==> src/rtl/ones_comp_addsub_seq_pkg.sv <==
// ones_comp_addsub_seq_pkg: shared FSM state type and the WIDTH/SLICE legality check
package ones_comp_addsub_seq_pkg;
  typedef enum logic [1:0] {IDLE, PASS1, PASS2, DONE} state_t;
  function automatic bit cfg_ok(int width, int slice);
    return width >= 4 && width <= 32 && slice >= 1 && width % slice == 0;
  endfunction
endpackage

==> src/rtl/fulladder.sv <==
// fulladder: one-bit full adder (a, b, cin -> sum, cout)
module fulladder (
  input  logic a,
  input  logic b,
  input  logic cin,
  output logic sum,
  output logic cout
);
  assign sum  = a ^ b ^ cin;
  assign cout = (a & b) | (cin & (a ^ b));
endmodule

==> src/rtl/ones_slice_add.sv <==
// ones_slice_add: SLICE-bit ripple adder of fulladders (A, B, Cin -> Y, Carry)
module ones_slice_add #(
  parameter int SLICE = 1
) (
  input  logic [SLICE-1:0] A,
  input  logic [SLICE-1:0] B,
  input  logic             Cin,
  output logic [SLICE-1:0] Y,
  output logic             Carry
);
  logic [SLICE:0] c;
  assign c[0] = Cin;
  for (genvar i = 0; i < SLICE; i++) begin : g_fa
    fulladder u_fa (.a(A[i]), .b(B[i]), .cin(c[i]), .sum(Y[i]), .cout(c[i+1]));
  end
  assign Carry = c[SLICE];
endmodule

==> src/rtl/ones_comp_addsub_seq.sv <==
// ones_comp_addsub_seq: slice-serial ones'-complement A+/-B (clk, reset, in_valid/in_ready + A, B, Sub in; out_valid/out_ready + Result, Overflow out)
module ones_comp_addsub_seq
  import ones_comp_addsub_seq_pkg::*;
#(
  parameter int WIDTH     = 8,
  parameter int SLICE     = 1,
  parameter int NORM_ZERO = 0
) (
  input  logic             clk,
  input  logic             reset,
  input  logic             in_valid,
  output logic             in_ready,
  input  logic [WIDTH-1:0] A,
  input  logic [WIDTH-1:0] B,
  input  logic             Sub,
  output logic             out_valid,
  input  logic             out_ready,
  output logic [WIDTH-1:0] Result,
  output logic             Overflow
);
  localparam int K  = WIDTH / SLICE;
  localparam int IW = K > 1 ? $clog2(K) : 1;
  if (!cfg_ok(WIDTH, SLICE)) begin : g_bad_cfg
    $error("ones_comp_addsub_seq: WIDTH must be 4..32 and divisible by SLICE");
  end
  state_t                     state;
  logic [IW-1:0]              idx;
  logic                       cy;
  logic [K-1:0][SLICE-1:0]    a_q, b_q, acc, acc_nxt;
  logic [SLICE-1:0]           op_a, op_b, y;
  logic                       co, last, pass1, eac, ovf;
  assign pass1     = state == PASS1;
  assign last      = idx == IW'(K - 1);
  assign op_a      = pass1 ? a_q[idx] : acc[idx];
  assign op_b      = pass1 ? b_q[idx] : '0;
  assign eac       = pass1 && co;
  assign in_ready  = state == IDLE;
  assign out_valid = state == DONE;
  always_comb begin
    acc_nxt      = acc;
    acc_nxt[idx] = y;
  end
  assign ovf = a_q[K-1][SLICE-1] == b_q[K-1][SLICE-1] && acc_nxt[K-1][SLICE-1] != a_q[K-1][SLICE-1];
  ones_slice_add #(.SLICE(SLICE)) u_add (.A(op_a), .B(op_b), .Cin(cy), .Y(y), .Carry(co));
  always_ff @(posedge clk) begin
    if (reset) begin
      state    <= IDLE;
      idx      <= '0;
      cy       <= 1'b0;
      Result   <= '0;
      Overflow <= 1'b0;
    end else begin
      case (state)
        IDLE: if (in_valid) begin
          a_q   <= A;
          b_q   <= Sub ? ~B : B;
          acc   <= '0;
          idx   <= '0;
          cy    <= 1'b0;
          state <= PASS1;
        end
        PASS1, PASS2: begin
          acc[idx] <= y;
          idx      <= last ? '0 : idx + 1'b1;
          // a PASS1 carry-out re-enters at slice 0 as the end-around carry
          cy       <= last ? eac : co;
          if (last) begin
            if (eac) state <= PASS2;
            else begin
              state    <= DONE;
              Result   <= (NORM_ZERO != 0 && &acc_nxt) ? '0 : acc_nxt;
              Overflow <= ovf;
            end
          end
        end
        DONE: if (out_ready) state <= IDLE;
        default: state <= IDLE;
      endcase
    end
  end
endmodule

==> config.mk <==
export PLATFORM = sky130hd
export DESIGN_NAME = ones_comp_addsub_seq
export DESIGN_NICKNAME = d
export VERILOG_FILES = /design/src/rtl/ones_comp_addsub_seq_pkg.sv /design/src/rtl/fulladder.sv /design/src/rtl/ones_slice_add.sv /design/src/rtl/ones_comp_addsub_seq.sv
export SDC_FILE = /design/constraint.sdc
export NUM_CORES = 1
export LEC_CHECK = 0
export CAP_MARGIN = 20
export CELL_PAD_IN_SITES_DETAIL_PLACEMENT = 0
export CELL_PAD_IN_SITES_GLOBAL_PLACEMENT = 2
export CORE_ASPECT_RATIO = 1.75
export CORE_MARGIN = 4
export CORE_UTILIZATION = 35
export DETAILED_ROUTE_END_ITERATION = 12
export GPL_TIMING_DRIVEN = 0
export PLACE_DENSITY_LB_ADDON = 0.1
export SLEW_MARGIN = 30
export SYNTH_ARGS = -nofsm -noshare
export SYNTH_HDL_FRONTEND = slang
export SYNTH_SLANG_ARGS = --single-unit
==> constraint.sdc <==
create_clock -name clk -period 6.75 [get_ports clk]
set_clock_uncertainty 0.2 [all_clocks]
set_input_delay 0.675 -clock clk [delete_from_list [all_inputs] [get_ports clk]]
set_output_delay 0.675 -clock clk [all_outputs]
set_load 0.005 [all_outputs]
# [Word level (Yosys, flattened, before mapping)]
# Index checks and enable logic that the tools add are counted.
[word_totals] reg_bits=39 input_bits=21 word_cells=85
[op_classes] add_sub_neg=1 magnitude_cmp=2 n_eq_ne=9 muxes=25 n_bitwise=8 n_reduce_logical=11
[op_table] op="8-bit two-way mux" count=2
[op_table] op="8-bit case mux with 2 select lines" count=1
[op_table] op="3-bit AND reduction" count=4
[op_table] op="1-bit binary-select mux with 3-bit select" count=3
[op_table] op="1-bit two-way mux" count=9
[op_table] op="8-bit bitwise mux" count=1
[op_table] op="8-bit NOT" count=1
[op_table] op="2-bit two-way mux" count=3
[op_table] op="3-bit two-way mux" count=2
[op_table] op="2-bit case mux with 3 select lines" count=1
[op_table] op="3-bit case mux with 2 select lines" count=1
[op_table] op="2-bit == test (second input constant)" count=2
[op_table] op="3-bit by 4-bit < comparator with 1-bit output (second input constant)" count=1
[op_table] op="2-bit != test (second input constant)" count=2
[op_table] op="3-bit by 1-bit adder with 3-bit output (second input constant)" count=1
[op_table] op="1-bit demux with 3-bit select" count=1
[op_table] op="3-bit == test (second input constant)" count=1
[op_table] op="3-bit by 1-bit greater-or-equal comparator with 1-bit output (second input constant)" count=1
[op_table] op="1-bit logical AND" count=3
[op_table] op="1-bit AND" count=2
[op_table] op="2-bit by 1-bit == test with 1-bit output (second input constant)" count=1
[op_table] op="2-bit zero test" count=1
[op_table] op="2-bit by 1-bit != test with 1-bit output (second input constant)" count=1
[op_table] op="1-bit NOT" count=2
[op_table] op="other kinds (8)" count=9

# [Depth between registers and ports, before layout]
# Gate-level depths: netlist (run 1).
[logic_depth] ltp_word=10 mapped_depth=11

# [Cells and area by module]
# A second synthesis (run 1) with hierarchy kept.
[unflattened] hier_cells=166 hier_area_um2=1934.4
[by_module_without_submodules] mod="ones_comp_addsub_seq" n_inst=1 cells_per_inst=165 area_per_inst_um2=1914.3
[by_module_without_submodules] mod="fulladder" n_inst=1 cells_per_inst=1 area_per_inst_um2=20.0

# [Worst setup path before layout (run 1)]
# OpenSTA, ideal clock, no wires.
[synth_timing] path_kind="reg-to-reg" from="register idx[0]" to="register Overflow" setup_time_ns=0.088 arrival_time_ns=2.409 setup_slack_ns=4.053 stages_incl_launch_ff=12 path_cell_list="dfxtp_1 > buf_4 > buf_2 > a31oi_1 > o21a_1 > a31oi_1 > o22ai_1 > fa_1 > clkbuf_2 > a41oi_2 > or2_1 > a311oi_2"
[synth_between] elab_chain_cells=9 word_cells_on_any_way=25 cone_classes="order compare (2); eq/ne (2); mux (11); bitwise (6); reduce/logical (4)"
[synth_rtl] element="start: declaration" line="ones_comp_addsub_seq.sv:27" text="logic [IW-1:0] idx;"
[synth_rtl] element="start signal: assignment" line="ones_comp_addsub_seq.sv:64" text="idx <= last ? '0 : idx + 1'b1;"
[synth_rtl] element="1-bit binary-select mux with 3-bit select, on equally long branches" line="ones_comp_addsub_seq.sv:34, ones_comp_addsub_seq.sv:35"
[synth_rtl] element="1-bit two-way mux, on equally long branches (2 in series)" line="ones_comp_addsub_seq.sv:34, ones_comp_addsub_seq.sv:35"
[synth_rtl] element="1-bit XOR" line="fulladder.sv:9, fulladder.sv:10"
[synth_rtl] element="1-bit AND" line="fulladder.sv:10" text="assign cout = (a & b) | (cin & (a ^ b));"
[synth_rtl] element="1-bit OR" line="fulladder.sv:10"
[synth_rtl] element="1-bit logical AND" line="ones_comp_addsub_seq.sv:36" text="assign eac = pass1 && co;"
[synth_rtl] element="1-bit NOT (no source line)"
[synth_rtl] element="3-bit AND reduction (no source line)"
[synth_rtl] element="end signal: assignment" line="ones_comp_addsub_seq.sv:72" text="Overflow <= ovf;"
[synth_rtl] element="end: declaration" line="ones_comp_addsub_seq.sv:19" text="output logic Overflow"
# Parallel ways exist; a longest one is shown, timed or not. The select of a mux whose other input is x is not followed.
# A chain may end at the register's enable or synchronous reset.

# [Worst setup path in the final report (run 1)]
# Ends and elaborated chain as after synthesis.

==> results of run 1 <==
==> final cells by class <==
type | count | area, um2
fillers | 558 | 2890
flip-flops and latches | 39 | 1020
multi-input cells | 112 | 857
repair buffers | 30 | 300
well taps | 74 | 92.6
clock buffers | 7 | 86.3
plain buffers | 10 | 62.6
inverters | 7 | 26.3
clock inverters | 1 | 5.00
==> metrics by stage <==
stage / cell area, um2 / hold WS, ps / cells / util [%] / setup slack [ps]
3_3_place_gp: 2350 / 261 / 272 / 44.0 / 3700
3_5_place_dp: 2360 / 267 / 272 / 44.2 / 3690
6_report: 2450 / 281 / 280 / 45.9 / 3680
4_1_cts: 2450 / 289 / 280 / 45.9 / 3660
5_1_grt: 2450 / 316 / 280 / 45.9 / 3460
2_1_floorplan: 1960 / 260 / 168 / - / 4050
==> report_power, final <==
part | switching (mW) | internal, mW
Combinational | 0.0420 | 0.0326
Clock | 0.0811 | 0.0825
Sequential | 0.00529 | 0.266
Total | 0.128 | 0.381
==> worst paths after layout <==
check	startpoint	cells past startpoint	to	slack (ps)
hold / removal	Result[2]	1	Result[2]	280
hold reg to reg	Result[2]	1	Result[2]	280
setup / recovery	idx[0]	11	Overflow	3680
setup reg to reg	idx[0]	11	Overflow	3680
==> cell families (layout without fill, tap and decap cells) <==
family          Yosys count  count (layout)
flops                    39              39
fa+ha+maj                 6               6
simple gates             43              43
mux                      11              11
xor+xnor                  8               8
buf+inv                  17              55
compound gates           44              44
==> synth_stat cells, drive strengths merged <==
master	instances	area share, %
edfxtp	24	37
dfxtp	15	15
nor2	15	3.0
mux2i	10	5.1
a21oi	8	2.0
a22o	8	3.6
xor2	8	3.6
a211oi	7	3.4
buf	7	2.6
inv	7	1.3
nand2	6	1.1
ha	5	3.2
nor3	5	2.1
o21ai	5	1.3
a31oi	4	1.3
nand3	4	1.0
a311oi	3	1.7
clkbuf	3	0.64
and2b	2	0.77
and3b	2	0.89
nor2b	2	0.64
nor3b	2	1.3
o21a	2	0.77
a21o	1	0.38
a221o	1	0.51
a221oi	1	0.45
a41oi	1	0.83
and2	1	0.32
and3	1	0.32
fa	1	1.0
mux2	1	0.57
nand2b	1	0.32
nand3b	1	0.38
o211ai	1	0.38
o221ai	1	0.45
o22ai	1	0.32
or2	1	0.32
==> worst max-delay path, stage by stage, from the launching register on <==
cell	delay (ps)
dfxtp_1	430
buf_4	230
buf_2	250
a31oi_1	60
o21a_1	110
a31oi_1	130
o22ai_1	130
fa_1	510
clkbuf_2	230
a41oi_2	190
or2_1	270
a311oi_2	230
==> per-layer routing <==
layer | up-vias | part of all wire [%] | track usage, %
met5 | - | 0 | 0
met4 | 0 | 2.8 | 7.11
met3 | 10 | 3.2 | 2.73
met2 | 30 | 53 | 24.2
met1 | 677 | 41 | 14.7
li1 | 695 | - | -
==> registers in the layout, summed over array words and instances, names as in the netlist <==
signal	count
cy	1
idx	3
state	2
b_q	8
a_q	8
acc	8
Overflow	1
Result	8
==> impl_results.md, run 1 <==
- Vias in the first global route: between 1,000 and 1,500
- Root Buffer Master: clkbuf_8
- Status: finished, final reports clean
- RSZ-0062 raised after global routing: false
- Startpoint Class: flop
- Initial antenna violation count: 0
- ANT cells: 0
- Post-synthesis adder-cell area fraction: 4.21%
- Syn. warnings: 0
- Die Width: between 60 and 70 um
- First-iteration detailed-routing DRC count: 52
- Die ar.: roughly 6900 um2
- Post-synthesis register bit count: 39
- Post-Syn Instances: roughly 170
- Max-slew headroom: between 30 and 40%
- Total power: about 510 uW
- Main combinational cell family by area after synthesis: compound AO/OA/AOI/OAI gates
- CTS Sinks: 39
- Fmax: ~0.33 GHz
- Post-CTS Resized: 0
- Final net count: ~230
- CTS H-tree lvls: 2
- Max-cap viol count: 0
- TritonRoute pass-1 iters: 4
- GRT Overall Usage: 13.5%
- CTS Hold Bufs: 0
- Crit Path Category: flop to flop
- Vias: between 1,000 and 1,500
- Top Ports: 32
- Core Region: around 5300 um2
- FP Rows: 35
- Yosys cell types: 45
- Post-Synth Simple-Gate Area: about 13%
- Fin. max-slew vios: 0
- Max rail drop VDD: about 130 uV
- Final antenna-violating net count: 0
- CTS tree: done
- Largest net degree at the start of global routing: 17
- CTS Buf Count: 5
- Post-route DRC: 0
- Via density: between 5 and 6
- Multiplexer area fraction after synthesis: around 5.7%
- Wirelength, routed: around 4400 um
- Required time worst endpoint: ~6800 ps
- LEAKAGE: ~0.87 nW
- PwrDens: 208 nW/um2
- Commonest non-fill, non-tap cells in the layout: 30 x clkdlybuf4s50_1, 24 x edfxtp_1, 15 x dfxtp_1, 13 x nor2_1, 10 x mux2i_1
- Final TNS setup: 0 ps
- Die height: between 100 and 150 um
- Synth Cell Area: 1960 um2
- CP Capture Type: flop
- Buffers added on ports: 30
- Actual slew at the worst max-slew pin: around 900 ps
- Post-Synth XOR/XNOR Area: under 10%
- Effective utilization at floorplan: between 30% and 40%
- Sequential share of the synthesized area: between 50% and 60%
- First-pass GRT wire length: approximately 7000 um
- Commonest non-fill, non-tap cell in the layout: clkdlybuf4s50_1
- Final hold vios: 0
- Clock latency at the later pin of the worst-skew pair: roughly 290 ps
- DP HPWL: 3260 um
- Area delta synth->final: 25.1%
- Worst Hold Class: flop to flop
- Synth Area in Compound Gates: around 17%
- Final period utilization: between 40% and 50%
- CP max FO: 10
- Fin crit period: 3070 ps
- Routed len/inst: 15.6 um
- Max clock buf depth: 2
- Total global routing overflow: 0
- Synthesized area per cell: 11.7 um2
- Net Count, Synth: slightly below 200
- Clock transition at the registers of the reported paths: ~70 ps
- Crit path arrival time: 3070 ps
- Final setup viols: 0
- Setup repair bufs after CTS: 0
- Share of layout cells above drive strength 1: 13.6%
- GPL Wtd Cong: between 0.7 and 0.8
Note: power is estimated with default switching activity, not from simulation.
==> run 2, diff against run 1 <==
==> constraint.sdc (replaced) <==
create_clock -name clk -period 3.15 [get_ports clk]
set_clock_uncertainty 0.2 [all_clocks]
set_input_delay 0.315 -clock clk [delete_from_list [all_inputs] [get_ports clk]]
set_output_delay 0.315 -clock clk [all_outputs]
set_load 0.005 [all_outputs]
==> run 2 against run 1 <==
- routed wire length decreased by 0.55%
- critical endpoint unchanged
- sequential share of layout area decreased by 0.15 points
- worst setup slack got worse by 3500 ps
- combinational power increased by 120%
- global-route usage unchanged
- highest routed layer unchanged
- utilization increased by 0.28 points
- final cell count unchanged
- register-to-register slack got worse by 3500 ps
==> impl_results.md, run 2 (same netlist as run 1, synthesis figures left out) <==
- Status: finished, final reports clean
- CTS Buf Count: 5
- RSZ-0062 raised after global routing: false
- Final TNS setup: 0 ps
- CTS H-tree lvls: 2
- Die Width: 64.6 um
- Largest net degree at the start of global routing: 17
- DP HPWL: between 3000 and 4000 um
- Final period utilization: a little over nine tenths
- Vias: around 1,400
- Die height: ~110 um
- Final hold vios: 0
- Via density: 5.07
- CTS tree: done
- Ordered cell list for the critical path: buf_6 -> mux2i_1 -> o21a_1 -> o221ai_1 -> o22ai_1 -> fa_1 -> clkbuf_2 -> a41oi_2 -> or2_1 -> a311oi_2
- Die ar.: approximately 6900 um2
- FF-to-FF Start: idx[1]
- Hold depth: 1
- Commonest non-fill, non-tap cells in the layout: 30 x clkdlybuf4s50_1, 24 x edfxtp_1, 13 x dfxtp_1, 12 x nor2_1, 10 x mux2i_1
- Commonest non-fill, non-tap cell in the layout: clkdlybuf4s50_1
- Root Buffer Master: clkbuf_8
- Worst Hold Class: flop to flop
- Fmax: ~0.34 GHz
- Hold_ws: 281 ps
- Max stage delay on crit path: 510 ps
- Layer with the highest usage: met2
- Area delta synth->final: 25.9%
- Worst path slowest cell: fa_1
- Crit path arrival time: slightly below 3000 ps
- Max clock buf depth: 2
- Wirelength, routed: about 4300 um
- Crit-path leading delay family: compound AO/OA/AOI/OAI gates
- First-pass GRT wire length: a little over 7000 um
- Worst R2R Setup Slack: approximately 170 ps
- Top Ports: 32
- Hold Path Sink: Result[4]
- Final antenna-violating net count: 0
- CP Capture Type: flop
- Hold_sp: Result[4]
- Effective utilization at floorplan: between 30 and 40%
- Met1 usage: roughly 15%
- GR Layer Usage met3: under 10%
- TritonRoute pass-1 iters: 7
- FP Rows: 35
- Core Region: about 5300 um2
- Final setup viols: 0
- Max-cap viol count: 0
- Routed len/inst: roughly 15 um
- ANT cells: 0
- Max rail drop VDD: around 270 uV
- Setup repair bufs after CTS: 0
- Final net count: around 230
- Actual slew at the worst max-slew pin: around 800 ps
- CTS Sinks: 39
- Required time worst endpoint: 3150 ps
- Crit Reg-Reg Endpoint: Overflow
- Initial antenna violation count: 0
- Fin crit period: 2980 ps
- Fin. max-slew vios: 0
- Bufs and invs on worst path: 2
- Clock latency at the later pin of the worst-skew pair: ~290 ps
- GRT Overall Usage: a little over an eighth
- Startpoint Class: flop
- GPL Wtd Cong: about 0.73
- PwrDens: between 400 and 500 nW/um2
- Clock transition at the registers of the reported paths: roughly 70 ps
- Max-slew headroom: 45.8%
- First-iteration detailed-routing DRC count: 56
- R2R cell count: 10
- Vias in the first global route: between 1,000 and 1,500
- Post-route DRC: 0
- LEAKAGE: approximately 0.87 nW
- Share of layout cells above drive strength 1: between 15 and 20%
- Buffers added on ports: 30
- M2 GR Usage: 24.2%
- Total global routing overflow: 0
- CP max FO: 10
- Crit Path Category: flop to flop
[run 2: cell types whose count changed in the layout (fill, tap and decap cells not counted), sizes merged]
cell and delta:
buf -1, clkbuf +1
[run 2: how the worst max path moves through the flow]
stage	from	endpoint	slack [ps]	depth (start not counted)
after global placement	idx[0]	Overflow	100	11
after floorplan	idx[0]	Overflow	450	11
after detailed placement	idx[0]	Overflow	90	11
after CTS	idx[0]	Overflow	60	11
final	idx[1]	Overflow	170	10
after global routing	idx[1]	Overflow	2	10
[run 2: metrics by stage]
stage | cell area (um2) | setup slack [ps] | util [%] | power (mW) | instances
after global placement | 2350 | 104 | 44.0 | 0.747 | 272
after detailed placement | 2360 | 88.1 | 44.2 | 0.754 | 272
after global routing | 2470 | 2.19 | 46.2 | 1.14 | 280
after CTS | 2450 | 64.5 | 45.9 | 1.10 | 280
after floorplan | 1960 | 453 | - | 0.690 | 168
final | 2470 | 169 | 46.2 | 1.09 | 280
[run 2: layer usage]
layer,up-vias,part of all wire (%)
li1,697,-
met1,682,41
met2,34,54
met3,6,3.7
met4,0,2.0
met5,-,0
[run 2: cell type report]
type	instances	area, um2
repair buffers	30	300
clock buffers	7	86.3
plain buffers	10	67.6
well taps	74	92.6
flip-flops and latches	39	1020
inverters	7	26.3
clock inverters	1	5.00
multi-input cells	112	865
fillers	556	2880
[run 2: repair_timing]
item                                    in CTS  in global routing
endpoints found under the setup margin       0                  8
hold buffers                                 0                  0
gates resized for setup                      0                  7
[run 2: worst register-to-register path: cells and delay by family (launching register included)]
family                     cells  cell delay (ps)
AOI/OAI and AO/OA              5              920
adders and majority gates      1              510
buffers and inverters          2              450
DFF                            1              460
muxes                          1              100
and+or+nand+nor                1              270
[run 2: power breakdown]
group	total (mW)	switching (mW)	leakage, nW	internal (mW)
clock	0.350	0.173	0.0482	0.177
combinational	0.161	0.0902	0.470	0.0706
sequential	0.581	0.0113	0.349	0.569
